$ cat src/rtl/range_encoder.sv
// range_encoder: two-stage valid/ready thermometer-to-index encoder with bubble detection and saturating error count
module range_encoder #(
  parameter int W = 32,
  parameter int CNT_W = 16,
  localparam int IDX_W = $clog2(W)
) (
  input  logic             clk,
  input  logic             rst_n,
  input  logic             in_valid,
  output logic             in_ready,
  input  logic [W-1:0]     in_word,
  output logic             out_valid,
  input  logic             out_ready,
  output logic [IDX_W-1:0] out_idx,
  output logic             out_zero,
  output logic             out_bubble,
  output logic [CNT_W-1:0] err_cnt,
  input  logic             clr_err
);
  logic             s1_valid_q;
  logic [W-1:0]     s1_word_q;
  logic             out_valid_q;
  logic [IDX_W-1:0] out_idx_q;
  logic             out_zero_q;
  logic             out_bubble_q;
  logic [CNT_W-1:0] err_cnt_q;
  logic [CNT_W-1:0] err_cnt_d;
  logic [IDX_W-1:0] enc_idx;
  logic             enc_zero;
  logic             enc_bubble;
  logic             s2_free;
  logic             s1_free;
  assign s2_free    = ~out_valid_q | out_ready;
  assign s1_free    = ~s1_valid_q | s2_free;
  assign in_ready   = s1_free;
  assign out_valid  = out_valid_q;
  assign out_idx    = out_idx_q;
  assign out_zero   = out_zero_q;
  assign out_bubble = out_bubble_q;
  assign err_cnt    = err_cnt_q;
  always_comb begin
    enc_idx = '0;
    for (int i = 0; i < W; i++)
      if (s1_word_q[i]) enc_idx = IDX_W'(i);
  end
  // A thermometer code plus one is a power of two, so word & (word+1) is zero only then
  assign enc_zero   = ~|s1_word_q;
  assign enc_bubble = ~enc_zero & |(s1_word_q & (s1_word_q + W'(1)));
  assign err_cnt_d  = clr_err ? '0
                    : (out_valid_q & out_ready & out_bubble_q & ~&err_cnt_q) ? err_cnt_q + CNT_W'(1)
                    : err_cnt_q;
  always_ff @(posedge clk or negedge rst_n) begin
    if (!rst_n) begin
      s1_valid_q   <= 1'b0;
      s1_word_q    <= '0;
      out_valid_q  <= 1'b0;
      out_idx_q    <= '0;
      out_zero_q   <= 1'b0;
      out_bubble_q <= 1'b0;
      err_cnt_q    <= '0;
    end else begin
      if (in_valid && s1_free) begin
        s1_valid_q <= 1'b1;
        s1_word_q  <= in_word;
      end else if (s2_free) begin
        s1_valid_q <= 1'b0;
      end
      if (s2_free) begin
        out_valid_q <= s1_valid_q;
        if (s1_valid_q) begin
          out_idx_q    <= enc_idx;
          out_zero_q   <= enc_zero;
          out_bubble_q <= enc_bubble;
        end
      end
      err_cnt_q <= err_cnt_d;
    end
  end
endmodule
$ cat config.mk
export PLATFORM = sky130hd
export DESIGN_NAME = range_encoder
export DESIGN_NICKNAME = d
export VERILOG_FILES = /design/src/rtl/range_encoder.sv
export SDC_FILE = /design/constraint.sdc
export NUM_CORES = 1
export LEC_CHECK = 0
export ABC_AREA = 1
export BUFFER_PORTS_ARGS = -buffer_cell sky130_fd_sc_hd__clkbuf_2
export CAP_MARGIN = 20
export CORE_MARGIN = 1
export CORE_UTILIZATION = 59
export CTS_BUF_LIST = sky130_fd_sc_hd__clkbuf_16
export CTS_CLUSTER_DIAMETER = 40
export DETAILED_ROUTE_END_ITERATION = 8
export PLACE_DENSITY = 0.95
export SKIP_LAST_GASP = 1
export SLEW_MARGIN = 10
export SYNTH_ARGS = -nofsm -noshare
export SYNTH_HDL_FRONTEND = slang
export SYNTH_SLANG_ARGS = --single-unit
$ cat constraint.sdc
create_clock -name clk -period 3.4 [get_ports clk]
set_input_delay 0 -clock clk [delete_from_list [all_inputs] [get_ports clk]]
set_output_delay 0 -clock clk [all_outputs]
set_load 0.05 [all_outputs]
* Yosys cells after proc, flatten, opt, wreduce, memory -nomap -nowiden
Cells that the tools add are included. W data, S select, Z words.
Cells by class: add/sub/neg operators 2, muxes and demuxes 35, shift operators 0, multiply operators 0, divide/modulo/power cells 0, equal/unequal tests 0, reductions and logical operators 9, bitwise operators 9, $lt $le $gt $ge 0
Operator list (count):
- $mux W5 | 28
- $reduce_or A32 Y1 | 2
- $add A32 B1 Y32 const B | 1
- $and A32 B32 Y32 | 1
- $mux W16 | 2
- $add A16 B1 Y16 const B | 1
- $reduce_and A16 Y1 | 1
- $and A1 B1 Y1 | 4
- $mux W2 | 2
- $reduce_bool A2 Y1 | 2
- $mux W1 | 3
- $logic_not A1 Y1 | 2
- $not A1 Y1 | 2
- $or A1 B1 Y1 | 2
- $reduce_and A2 Y1 | 1
- $logic_and A1 B1 Y1 | 1
Word-level totals: word-level logic and storage cells 62, bits in latches 0, register bits after elaboration 57, ROM bits 0, input bits 37, memories kept 0, output and inout bits 25, RAM bits 0

* Longest topological paths before layout
word-level depth 31, gate-level depth with buffers 31, mapped depth without buffers 31

* Worst setup path before layout
OpenSTA, ideal clock, no wires.
kind register to register, from register err_cnt_q[1], in the netlist err_cnt[1], to register err_cnt_q[15], in the netlist err_cnt[15], arrival 2389 ps, required time 3322 ps, period minus slack after synthesis 2467 ps, path buffers 0, setup time 78 ps, setup slack 933 ps, cell stages (with the launch flop) 20, cell sequence dfrtp_1 > ha_1 > inv_1 > nor3_2 > inv_2 > nor3_2 > inv_2 > nor2_4 > inv_2 > nor3_4 > inv_2 > nor3_4 > a21oi_2 > nor2_4 > inv_2 > nand2_1 > nor2_1 > nand4_1 > o21ai_1 > a21oi_1
On the way: longest elaborated chain between the ends 4, elaborated cells between the ends (all ways) 7, those cells by class add/sub: 1; mux: 2; bitwise: 1; reduce/logical: 3
RTL lines:
- start, declared | RTL line 26 | logic [CNT_W-1:0] err_cnt_q;
- start signal, assigned | RTL line 76 | err_cnt_q <= err_cnt_d;
- branches (longest 4 deep; another with $add A16 B1 Y16)
Several ways; the timed one is not identified. The select of a mux whose other input is x is not followed. A chain may end at the register's enable or synchronous reset.

* Worst setup path after layout
from register err_cnt_q[0], in the netlist err_cnt[0], to register err_cnt_q[15], in the netlist err_cnt[15]
The elaborated chain is that of the path after synthesis.

==> flow_metrics.env <==
export IMPL_status="finished, final reports clean"
export IMPL_seq_power_share_pct=38.9
export IMPL_path_clk_slew_ns=0.06
export IMPL_post_route_period_util_pct=80.54
export IMPL_vias_per_cell=5.619
export IMPL_track_usage_pct=32.33
export IMPL_drt_iter0_markers=513
export IMPL_clockRootBuffer="clkbuf_16"
export IMPL_ctsHtreeMaxLevel=3
export IMPL_instances_no_fill=598
export IMPL_fin_crit_ns=2.738
export IMPL_rsz0062_at_grt="false"
export IMPL_grt_max_degree=64
export IMPL_multi_input_comb_area_sq_um=1460
export IMPL_design_core_area_sq_um=5140
export IMPL_synth_seq_area_share_pct=45.26
export IMPL_port_buffers=61
export IMPL_crit_path_max_fanout=13
export IMPL_synthTopCellsByArea="dfrtp_1, nand2_1, nor2_1"
export IMPL_dp_hpwl_um=5147
export IMPL_ant_nets=0
export IMPL_p_clk_share_pct=40.5
export IMPL_grt_pass1_wl_um=13450
export IMPL_cts_max_path_buffers=2
export IMPL_internal_power_mw=1.454
export IMPL_finalWirelength_um=8535
export IMPL_critPathSlowestCell="a21oi_2"
export IMPL_synth_seq_cells=57
export IMPL_die_h_um=75.09
export IMPL_tightest_slew_ns=1.051
export IMPL_synth_fa_ha_area_share_pct=0.3970
export IMPL_synth_async_reset_ratio_pct=100.0
export IMPL_synth_compound_area_share_pct=14.13
export IMPL_synth_top_area_cell="dfrtp_1"
export IMPL_grt_pass1_vias=3075
export IMPL_fin_area_sq_um=4161
export IMPL_drv_slew=0
export IMPL_crit_chain="ha_1 -> inv_1 -> nor3_2 -> inv_2 -> nor3_2 -> inv_2 -> nor2_4 -> inv_2 -> nor3_4 -> inv_2 -> nor3_4 -> a21oi_2 -> nor2_4 -> inv_2 -> nand2_1 -> nor2_1 -> nand4_1 -> o21ai_1 -> a21oi_1"
export IMPL_drc=0
export IMPL_cts_resized=0
export IMPL_dieArea_sq_um=5639
export IMPL_grt_overflow=0
export IMPL_antenna_found_initial=0
export IMPL_clkLatencyLatePin_ns=0.33
export IMPL_cpLargestDelayFamily="simple AND/OR/NAND/NOR gates"
export IMPL_worstSetupEndpointType="flop"
export IMPL_synthFlopType="dfrtp_1"
export IMPL_postCtsSetupBuffers=0
export IMPL_final_hold_viol_count=0
export IMPL_pwr_share_comb_pct=20.5
export IMPL_yosys_warnings=0
export IMPL_via_count=3360
export IMPL_dpl_cell_area_sq_um=3523
export IMPL_cp_num_buf_inv=6
export IMPL_power_total_mw=2.140
export IMPL_crit_type="flop to flop"
export IMPL_setup_viol=0
export IMPL_io_pin_count=62
export IMPL_diodes=0
export IMPL_crit_path_max_incr_delay_ns=0.50
export IMPL_start_util_pct=61.32
export IMPL_post_synth_cell_area_avg_sq_um=7.451
export IMPL_muxShareOfSynthArea_pct=0.7146
export IMPL_nNetsFinal=561
export IMPL_synth_edf_count=0
export IMPL_path_common_cell="inv_2"
export IMPL_firstDrtPassIters=6
export IMPL_rows=26
export IMPL_final_common_cell="nand2_1"
export IMPL_final_core_util_pct=80.96
export IMPL_regArea_sq_um=1426
export IMPL_fin_setup_tns_ns=0
export IMPL_worst_clock_skew_ns=0.007025
export IMPL_dp_cells=547
export IMPL_wl_per_cell_um=14.27
export IMPL_synth_cell_type_count=36
export IMPL_yosys_area_share_simple_pct=31.00
export IMPL_cellPowerDensity_nw_per_um2=514.1
export IMPL_hold_buffers=35
export IMPL_die_w_um=75.09
export IMPL_regToRegStartpoint="err_cnt[0]$_DFFE_PN0P_"
export IMPL_tritoncts="built"
export IMPL_sw_frac_of_total_pct=32.05
export IMPL_critPathLaunch="err_cnt[0]$_DFFE_PN0P_"
export IMPL_irDropWorstVdd_mv=0.4065
export IMPL_cts_made_buffers=9
export IMPL_power_switching_mw=0.6857
export IMPL_synth_cells=423
export IMPL_cap_violations=0
export IMPL_cp_required_ns=3.61
export IMPL_area_delta_synth_final_pct=32.04
export IMPL_synth_top_area_share_pct=45.26
export IMPL_synth_top_family_by_area="simple AND/OR/NAND/NOR gates"
export IMPL_layout_common_cells="nand2_1, nor2_1, clkbuf_2"
export IMPL_rrSetupSlack_ns=0.66
export IMPL_syn_nets=461
export IMPL_crit_arrival_ns=2.95
export IMPL_p_leak_nw=1.955
export IMPL_synthXorXnorAreaFrac_pct=0
export IMPL_netlist_area_sq_um=3152
export IMPL_hp_class="primary input to asynchronous set/reset pin"
export IMPL_critPathLaunchType="flop"
export IMPL_place_gp_congestion=0.9288
export IMPL_slew_headroom_pct=29.69
export IMPL_fmax_mhz=365.2
export IMPL_fillers=338
export IMPL_drive_gt1_share_pct=18.75
export IMPL_clock_sinks=57
==> kinds of logic after synthesis <==
| family | after synthesis |
|---|---|
| simple gates | 214 |
| flops | 57 |
| buf+inv | 71 |
| fa+ha+maj | 1 |
| mux | 2 |
| compound gates | 78 |
==> cells in the mapped netlist, types with 5 or more instances <==
cell type / instances
nor2_1: 64
nand2_1: 87
inv_1: 54
nor4_1: 8
clkbuf_1: 7
a21oi_1: 43
inv_2: 7
a31oi_1: 5
nand3_1: 14
nor3_1: 18
nand4_1: 10
o21ai_0: 11
dfrtp_1: 57
==> state kept, by name (all words and copies together) (netlist names) <==
| name | count |
|---|---|
| err_cnt | 16 |
| out_bubble | 1 |
| out_idx | 5 |
| out_valid | 1 |
| out_zero | 1 |
| s1_valid_q | 1 |
| s1_word_q | 32 |
==> final timing paths <==
check                           cells after the start                         to
worst min register to register                      2       out_zero$_DFFE_PN0P_
min in group clk                                    3   s1_word_q[1]$_DFFE_PN0P_
worst max register to register                     19    err_cnt[15]$_DFFE_PN0P_
worst min-delay path                                3  s1_word_q[24]$_DFFE_PN0P_
worst max-delay path                               19    err_cnt[15]$_DFFE_PN0P_
max in group asynchronous                           3    err_cnt[13]$_DFFE_PN0P_
==> power by group through the flow <==
stage / registers [mW] / clock network [mW] / logic, mW
final: 0.833 / 0.867 / 0.439
after CTS: 0.829 / 0.869 / 0.429
after global routing: 0.842 / 0.895 / 0.489
after global placement: 0.835 / 0 / 0.383
after detailed placement: 0.837 / 0 / 0.393
after floorplan: 0.874 / 0 / 0.241
==> stage by stage <==
stage,worst slack (ns),hold WS (ns)
CTS,0.7538,0.3792
floorplan,0.9328,-0.2956
detailed placement,0.8435,0.1841
global placement,1.005,0.1693
global route,0.4976,0.4606
finish,0.6617,0.3602
==> cell type report <==
| cell class | instances | area share (%) |
|---|---|---|
| clock buffer | 9 | 5.412 |
| timing repair buffer | 97 | 15.94 |
| sequential | 57 | 34.28 |
| clock inverter | 7 | 1.503 |
| multi-input combinational | 295 | 35.09 |
| tap | 70 | 2.105 |
| inverter | 63 | 5.683 |
==> tightest hold or removal path, cell delays in order <==
cell	delay, ns
dlygate4sd3_1	0.52
clkbuf_2	0.10
buf_4	0.56
==> routing by layer <==
metal / vias to the layer above / track usage [%] / part of all wire [%]
li1: 1609 / - / -
met1: 1525 / 38.98 / 39
met2: 187 / 54.95 / 50
met3: 39 / 6.024 / 7.8
met4: 0 / 17.40 / 2.7
met5: - / 0 / 0
No activity file was read; power rests on OpenSTA's default activity.
